**src/rtl/modular_remainder_subtractor_pkg.sv**
```systemverilog
// Shared constants and helpers for the x mod n remainder subtractor.
package modular_remainder_subtractor_pkg;

  localparam int unsigned DEF_REGISTER_SIZE  = 32;
  localparam int unsigned DEF_NUM_BLOCKS_IN  = 128;
  localparam int unsigned DEF_NUM_BLOCKS_OUT = 64;

  typedef logic [DEF_REGISTER_SIZE-1:0] block_t;

  // Width of a counter that must hold the values 0..n inclusive.
  function automatic int unsigned count_width(input int unsigned n);
    int unsigned w;
    if (n < 32'd1) begin
      w = 32'd1;
    end else begin
      w = $clog2(n + 32'd1);
    end
    return w;
  endfunction

  // Width of an address selecting one of n entries (at least one bit).
  function automatic int unsigned addr_width(input int unsigned n);
    int unsigned w;
    if (n <= 32'd1) begin
      w = 32'd1;
    end else begin
      w = $clog2(n);
    end
    return w;
  endfunction

endpackage

```
**src/rtl/modular_remainder_subtractor_block_buffer_ram.sv**
```systemverilog
// Simple dual-port RAM with a registered read port; holds the x blocks
// until the matching q*n block arrives. No reset on the array or the read
// register so the storage maps onto block or distributed RAM.
module block_buffer_ram #(
  parameter int unsigned WIDTH = 32,
  parameter int unsigned DEPTH = 128,
  parameter int unsigned AW    = 7
) (
  input  logic             clk_in,
  input  logic             i_wr_en,
  input  logic [AW-1:0]    i_wr_addr,
  input  logic [WIDTH-1:0] i_wr_data,
  input  logic             i_rd_en,
  input  logic [AW-1:0]    i_rd_addr,
  output logic [WIDTH-1:0] o_rd_data
);

  logic [WIDTH-1:0] r_mem [DEPTH];

  // Write port: store one block per enabled cycle.
  always_ff @(posedge clk_in) begin
    if (i_wr_en) begin
      r_mem[i_wr_addr] <= i_wr_data;
    end
  end

  // Read port: registered read, old contents on a same-address collision.
  always_ff @(posedge clk_in) begin
    if (i_rd_en) begin
      o_rd_data <= r_mem[i_rd_addr];
    end
  end

endmodule

```
**src/rtl/modular_remainder_subtractor.sv**
```systemverilog
// Block-serial r = x - q*n. x is buffered, q*n streams in afterwards and
// each q*n block is subtracted from the matching x block with a borrow
// chain. The low NUM_BLOCKS_OUT blocks of r are emitted; the upper blocks
// must be zero and there must be no final borrow, otherwise error_out is
// raised together with done_out.
module modular_remainder_subtractor
  import modular_remainder_subtractor_pkg::*;
#(
  parameter int unsigned REGISTER_SIZE  = DEF_REGISTER_SIZE,
  parameter int unsigned NUM_BLOCKS_IN  = DEF_NUM_BLOCKS_IN,
  parameter int unsigned NUM_BLOCKS_OUT = DEF_NUM_BLOCKS_OUT
) (
  input  logic                     clk_in,
  input  logic                     rst_in,
  input  logic                     x_valid_in,
  input  logic [REGISTER_SIZE-1:0] x_block_in,
  input  logic                     qn_valid_in,
  input  logic [REGISTER_SIZE-1:0] qn_block_in,
  output logic                     valid_out,
  output logic [REGISTER_SIZE-1:0] data_block_out,
  output logic                     done_out,
  output logic                     error_out
);

  localparam int unsigned CW = count_width(NUM_BLOCKS_IN);
  localparam int unsigned AW = addr_width(NUM_BLOCKS_IN);

  localparam logic [CW-1:0] L_N_IN  = CW'(NUM_BLOCKS_IN);
  localparam logic [CW-1:0] L_N_OUT = CW'(NUM_BLOCKS_OUT);
  localparam logic [AW-1:0] L_LAST  = AW'(NUM_BLOCKS_IN - 32'd1);

  // Transaction bookkeeping.
  logic [CW-1:0] r_x_count;
  logic [CW-1:0] r_qn_count;
  logic          r_borrow;
  logic          r_ovf;
  logic          r_order;
  logic          r_upper;

  // Subtract stage: q*n block waiting for its buffered x partner.
  logic                     r_s1_valid;
  logic [AW-1:0]            r_s1_idx;
  logic [REGISTER_SIZE-1:0] r_s1_qn;

  logic [REGISTER_SIZE-1:0] w_rd_data;
  logic [REGISTER_SIZE:0]   w_diff_ext;
  logic [REGISTER_SIZE-1:0] w_diff;
  logic                     w_borrow_next;

  logic w_x_accept;
  logic w_x_drop;
  logic w_qn_accept;
  logic w_order_viol;
  logic w_s1_low;
  logic w_upper_hit;
  logic w_complete;
  logic w_final_error;

  block_buffer_ram #(
    .WIDTH (REGISTER_SIZE),
    .DEPTH (NUM_BLOCKS_IN),
    .AW    (AW)
  ) u_x_buffer (
    .clk_in    (clk_in),
    .i_wr_en   (w_x_accept),
    .i_wr_addr (r_x_count[AW-1:0]),
    .i_wr_data (x_block_in),
    .i_rd_en   (w_qn_accept),
    .i_rd_addr (r_qn_count[AW-1:0]),
    .o_rd_data (w_rd_data)
  );

  // Input acceptance decode for both streams.
  always_comb begin
    w_x_accept   = 1'b0;
    w_x_drop     = 1'b0;
    w_qn_accept  = 1'b0;
    w_order_viol = 1'b0;
    if (x_valid_in) begin
      if (r_x_count < L_N_IN) begin
        w_x_accept = 1'b1;
      end else begin
        w_x_drop = 1'b1;
      end
    end else begin
      w_x_accept = 1'b0;
      w_x_drop   = 1'b0;
    end
    if (qn_valid_in && (r_qn_count < L_N_IN)) begin
      w_qn_accept = 1'b1;
      // The x write of this same cycle does not count: the read would
      // return the stale entry.
      if (r_qn_count >= r_x_count) begin
        w_order_viol = 1'b1;
      end else begin
        w_order_viol = 1'b0;
      end
    end else begin
      w_qn_accept  = 1'b0;
      w_order_viol = 1'b0;
    end
  end

  // Subtract with borrow and classify the block as emitted or discarded.
  always_comb begin
    w_diff_ext    = {1'b0, w_rd_data} - {1'b0, r_s1_qn}
                    - {{REGISTER_SIZE{1'b0}}, r_borrow};
    w_diff        = w_diff_ext[REGISTER_SIZE-1:0];
    w_borrow_next = w_diff_ext[REGISTER_SIZE];
    w_s1_low      = 1'b0;
    w_upper_hit   = 1'b0;
    w_complete    = 1'b0;
    if (r_s1_valid) begin
      w_s1_low    = (CW'(r_s1_idx) < L_N_OUT);
      w_upper_hit = (!w_s1_low) && (w_diff != {REGISTER_SIZE{1'b0}});
      w_complete  = (r_s1_idx == L_LAST);
    end else begin
      w_s1_low    = 1'b0;
      w_upper_hit = 1'b0;
      w_complete  = 1'b0;
    end
    w_final_error = r_ovf | w_x_drop | r_order | r_upper | w_upper_hit
                    | w_borrow_next;
  end

  // Counters, borrow chain and sticky flags; all clear on completion.
  always_ff @(posedge clk_in) begin
    if (rst_in) begin
      r_x_count  <= {CW{1'b0}};
      r_qn_count <= {CW{1'b0}};
      r_borrow   <= 1'b0;
      r_ovf      <= 1'b0;
      r_order    <= 1'b0;
      r_upper    <= 1'b0;
    end else if (w_complete) begin
      r_x_count  <= {CW{1'b0}};
      r_qn_count <= {CW{1'b0}};
      r_borrow   <= 1'b0;
      r_ovf      <= 1'b0;
      r_order    <= 1'b0;
      r_upper    <= 1'b0;
    end else begin
      if (w_x_accept) begin
        r_x_count <= r_x_count + CW'(1);
      end
      if (w_x_drop) begin
        r_ovf <= 1'b1;
      end
      if (w_qn_accept) begin
        r_qn_count <= r_qn_count + CW'(1);
      end
      if (w_order_viol) begin
        r_order <= 1'b1;
      end
      if (r_s1_valid) begin
        r_borrow <= w_borrow_next;
      end
      if (w_upper_hit) begin
        r_upper <= 1'b1;
      end
    end
  end

  // Carry the q*n block and its index alongside the RAM read.
  always_ff @(posedge clk_in) begin
    if (rst_in) begin
      r_s1_valid <= 1'b0;
      r_s1_idx   <= {AW{1'b0}};
      r_s1_qn    <= {REGISTER_SIZE{1'b0}};
    end else begin
      r_s1_valid <= w_qn_accept;
      if (w_qn_accept) begin
        r_s1_idx <= r_qn_count[AW-1:0];
        r_s1_qn  <= qn_block_in;
      end
    end
  end

  // Registered outputs: low blocks of r, completion pulse and verdict.
  always_ff @(posedge clk_in) begin
    if (rst_in) begin
      valid_out      <= 1'b0;
      data_block_out <= {REGISTER_SIZE{1'b0}};
      done_out       <= 1'b0;
      error_out      <= 1'b0;
    end else begin
      valid_out <= w_s1_low;
      if (w_s1_low) begin
        data_block_out <= w_diff;
      end
      done_out  <= w_complete;
      error_out <= w_complete & w_final_error;
    end
  end

endmodule
```
**config.mk**
```make
export PLATFORM = sky130hd
export DESIGN_NAME = modular_remainder_subtractor
export DESIGN_NICKNAME = d
export VERILOG_FILES = /design/src/rtl/modular_remainder_subtractor_pkg.sv /design/src/rtl/modular_remainder_subtractor_block_buffer_ram.sv /design/src/rtl/modular_remainder_subtractor.sv
export SDC_FILE = /design/constraint.sdc
export NUM_CORES = 2
export LEC_CHECK = 0
export ABC_AREA = 1
export CORE_UTILIZATION = 30
export CTS_CLUSTER_DIAMETER = 150
export DETAILED_ROUTE_END_ITERATION = 7
export PLACE_DENSITY = 0.47
export SLEW_MARGIN = 20
export SYNTH_ARGS = -nofsm -noshare
export SYNTH_HDL_FRONTEND = slang
export SYNTH_SLANG_ARGS = --single-unit
```
**constraint.sdc**
```tcl
create_clock -name clk_in -period 8.5 [get_ports clk_in]
set_clock_uncertainty 0.1 [all_clocks]
set_input_delay 0.85 -clock clk_in [delete_from_list [all_inputs] [get_ports clk_in]]
set_output_delay 0.85 -clock clk_in [all_outputs]
set_load 0.005 [all_outputs]
```
==> run metrics <==
status=finished clean; multi-input combinational cell area=0.0371 mm²; Post-layout nets=approximately 13k; CP startpoint kind=register; setup slack after layout=3.70 ns; FF/Latch Area=between 0.1 and 0.15 mm²; row count=~270; worst slew pin tran=about 1.2 ns; Clock Sink Count=4,223; Starting Density=between 30 and 40%; clk buf depth=4; Most Crowded Layer GR=met2; top cells by area, synth=edfxtp_1 74%, o21ai_0 5.7%, nor2_1 5.4%, o22ai_1 2.3%, o221ai_1 2.1%; VDD IR max=around 0.00019 V; ys async rst share=0%; critical path peak fanout=113; Clock Power Share=about two fifths; YS warnings=0; CP endpoint kind=register; clk slew on worst S/H paths=roughly 0.06 ns; total core area=between 0.5 and 0.6 mm²; Worst Path Buf+Inv=2; Total Neg Setup Slack=0 ns; First DRT Iteration DRCs=around 12k; pin count of the biggest net entering global routing=159; library cells used by synthesis=44; Psw=between 10 and 15 mW; HPWL Detailed=roughly 330 mm; WS Path Type=reg2reg; Synth Flop Type=edfxtp_1; Yosys top cell area share=about three quarters; Pint=about 34 mW; CTS buffer count=446; IO buf count=just over 100; RSZ-0062 raised after global routing=no; initial antenna violation count=46; CTS tree=built; family with the most delay on the worst path=compound AO/OA/AOI/OAI gates; register area share after synthesis=around 75%; area leader, netlist=edfxtp_1; FMAX=~0.21 GHz; DR vias=107k; global route overflow=0; drt via density=5.21; Final Critical Period=a little under 5 ns; final setup fails=0; Routed WL=~560 mm; Fillers=54.4k; antenna-violating nets left=0; Rel. slew slack=roughly 23%; DR DRC count=0; First-pass DRT Iterations=6; Mean Syn Cell Area=~13 µm²; global-route wire length before repair=790 mm; Hold Fails Final Rpt=0; CTS root buf=clkbuf_16; post-CTS sizing=0; I/O Pins=103; ordered list of cells on the worst path=inv_8 -> buf_12 -> o21ai_1 -> o22ai_1 -> o211ai_1 -> a31oi_1 -> a211oi_1 -> nor2_1; mapped cell area=between 0.15 and 0.2 mm²; Total GRT Usage=19.4%; Area Growth Syn to Fin=14.6%; H-tree levels=5; DIE HEIGHT=749 µm; setup slack, reg-to-reg=around 3.7 ns; Seq pwr share=50.8%; period utilization=56.5%; Yosys reg bits=4,223; sw frac=roughly a quarter; vias in the first global route=101k; Skew-Pair Late Insertion Delay=around 1.0 ns; HP Class=in2reg; gp weighted congestion=0.879; Routed WL per cell=around 27 µm; pwr dens=approximately 240 mW/mm²; layout cells sized above 1=~8.4%; die footprint=~0.56 mm²; WP data required=9.13 ns; max incr delay on CP=0.91 ns; met1 Track Usage GR=between 20% and 30%; Arrival @ worst endpoint=roughly 5.4 ns; Comb pwr share=between 7 and 8%; grt met2 use=between 30% and 40%; Crit-path slowest cell=a211oi_1; Syn Nets=between 10k and 15k; met3 usage=roughly 2.7%; Setup WS pre-CTS=between 3 and 4 ns; max-cap viol count=0; pins over their slew limit=0; Die Wd=749 µm; EDFF count, synth=between 4k and 5k; Gate Count Post-Synth=12.8k; Static Leak=60.7 nW
[cell type report]
| class | instances | share of cell area, % |
|---|---|---|
| sequential | 4223 | 65.6 |
| multi-input combinational | 7354 | 19.3 |
| clock buffer | 559 | 6.11 |
| tap | 7425 | 4.84 |
| timing repair buffer | 437 | 2.31 |
| clock inverter | 248 | 1.13 |
| inverter | 318 | 0.644 |
| antenna | 9 | 0.0117 |
[Yosys cell counts, types with 2 or more instances]
library cell and n:
o2111ai_1 4, nand4_1 52, xnor2_1 4, edfxtp_1 4128, a22o_1 3, o21ai_1 272, nand3_1 428, a311oi_1 4
clkinv_1 3, inv_1 313, o21ai_0 1893, nor3_1 12, a41oi_1 2, buf_6 34, dfxtp_1 95, fa_1 2
o21bai_1 2, a31oi_1 44, o211a_1 3, o21a_1 3, clkbuf_1 480, xor2_1 5, buf_2 307, buf_4 56
ha_1 72, a211oi_1 9, nand2_1 841, buf_1 20, nor2_1 2418, o211ai_1 95, a21oi_1 159, o221ai_1 402
o22ai_1 616, inv_2 2
[routing by layer]
metal  up-vias  share of wire [%]
met1     55100                 44
met5         -              0.018
li1      47700                  -
met3       754                6.5
met4        14                3.8
met2      3594                 46
[final timing paths]
check,from,endpoint,cells after the start
max,r_qn_count[0],u_x_buffer.o_rd_data[12],8
min,x_block_in[25],u_x_buffer.r_mem[103][25],1
max reg2reg,r_qn_count[0],u_x_buffer.o_rd_data[12],8
min reg2reg,r_ovf,r_ovf,2
[worst reg2reg max path, cell delays in order, from the launching register on]
cell	delay, ns
dfxtp_4	0.71
inv_8	0.39
buf_12	0.53
o21ai_1	0.43
o22ai_1	0.09
o211ai_1	0.88
a31oi_1	0.36
a211oi_1	0.91
nor2_1	0.12
[kinds of logic (layout without fill, tap and decap cells)]
family | count (synthesis) | after routing | share of synthesized area (%)
simple gates | 3755 | 3755 | 8.84
fa+ha+maj | 74 | 74 | 0.562
xor+xnor | 9 | 9 | 0.0471
flops | 4223 | 4223 | 75.2
buf+inv | 1216 | 1562 | 3.24
other cells | 0 | 9 | 0
compound gates | 3516 | 3516 | 12.1
[power groups by stage]
stage | Sequential, mW | Clock, mW | Combinational, mW
2_1_floorplan | 23.4 | 0 | 1.75
3_3_place_gp | 23.4 | 0 | 3.40
3_5_place_dp | 23.4 | 0 | 3.40
4_1_cts | 23.0 | 19.2 | 3.41
5_1_grt | 23.0 | 20.0 | 3.66
6_report | 23.0 | 18.9 | 3.39
[layout by cell type, fill, tap and decap left out, types with 72 or more instances in the layout]
cell	instances
clkbuf_16	452
o211ai_1	95
clkbuf_1	107
o21ai_1	272
buf_4	290
o21ai_0	1892
nand2_1	834
a21oi_1	159
o221ai_1	402
inv_1	306
edfxtp_1	4128
o22ai_1	616
nor2_1	2290
ha_1	72
nand3_1	428
dfxtp_1	89
clkinv_1	121
nor2_4	127
[what timing repair did]
action	4_1_cts	5_1_grt
hold endpoints to repair	4	0
hold buffers	1	0
setup buffers	0	0
[stage by stage]
step | hold WS [ns] | cells | instance area [µm²] | util (%) | power (mW)
floorplan | 0.332 | 12800 | 167000 | - | 25.1
global route | 0.0868 | 20600 | 192000 | 34.6 | 46.6
finish | 0.115 | 20600 | 192000 | 34.6 | 45.3
CTS | 0.0603 | 20500 | 191000 | 34.6 | 45.6
detailed placement | 0.352 | 19700 | 178000 | 32.0 | 26.8
global placement | 0.343 | 19700 | 177000 | 32.0 | 26.8
[sequential cells by signal (all words and copies together) (netlist names), 7 cells and up]
name	count
r_x_count	8
r_qn_count	8
r_s1_idx	7
data_block_out	32
u_x_buffer.o_rd_data	32
u_x_buffer.r_mem	4096
r_s1_qn	32
Power figures use the tool's default switching activity.
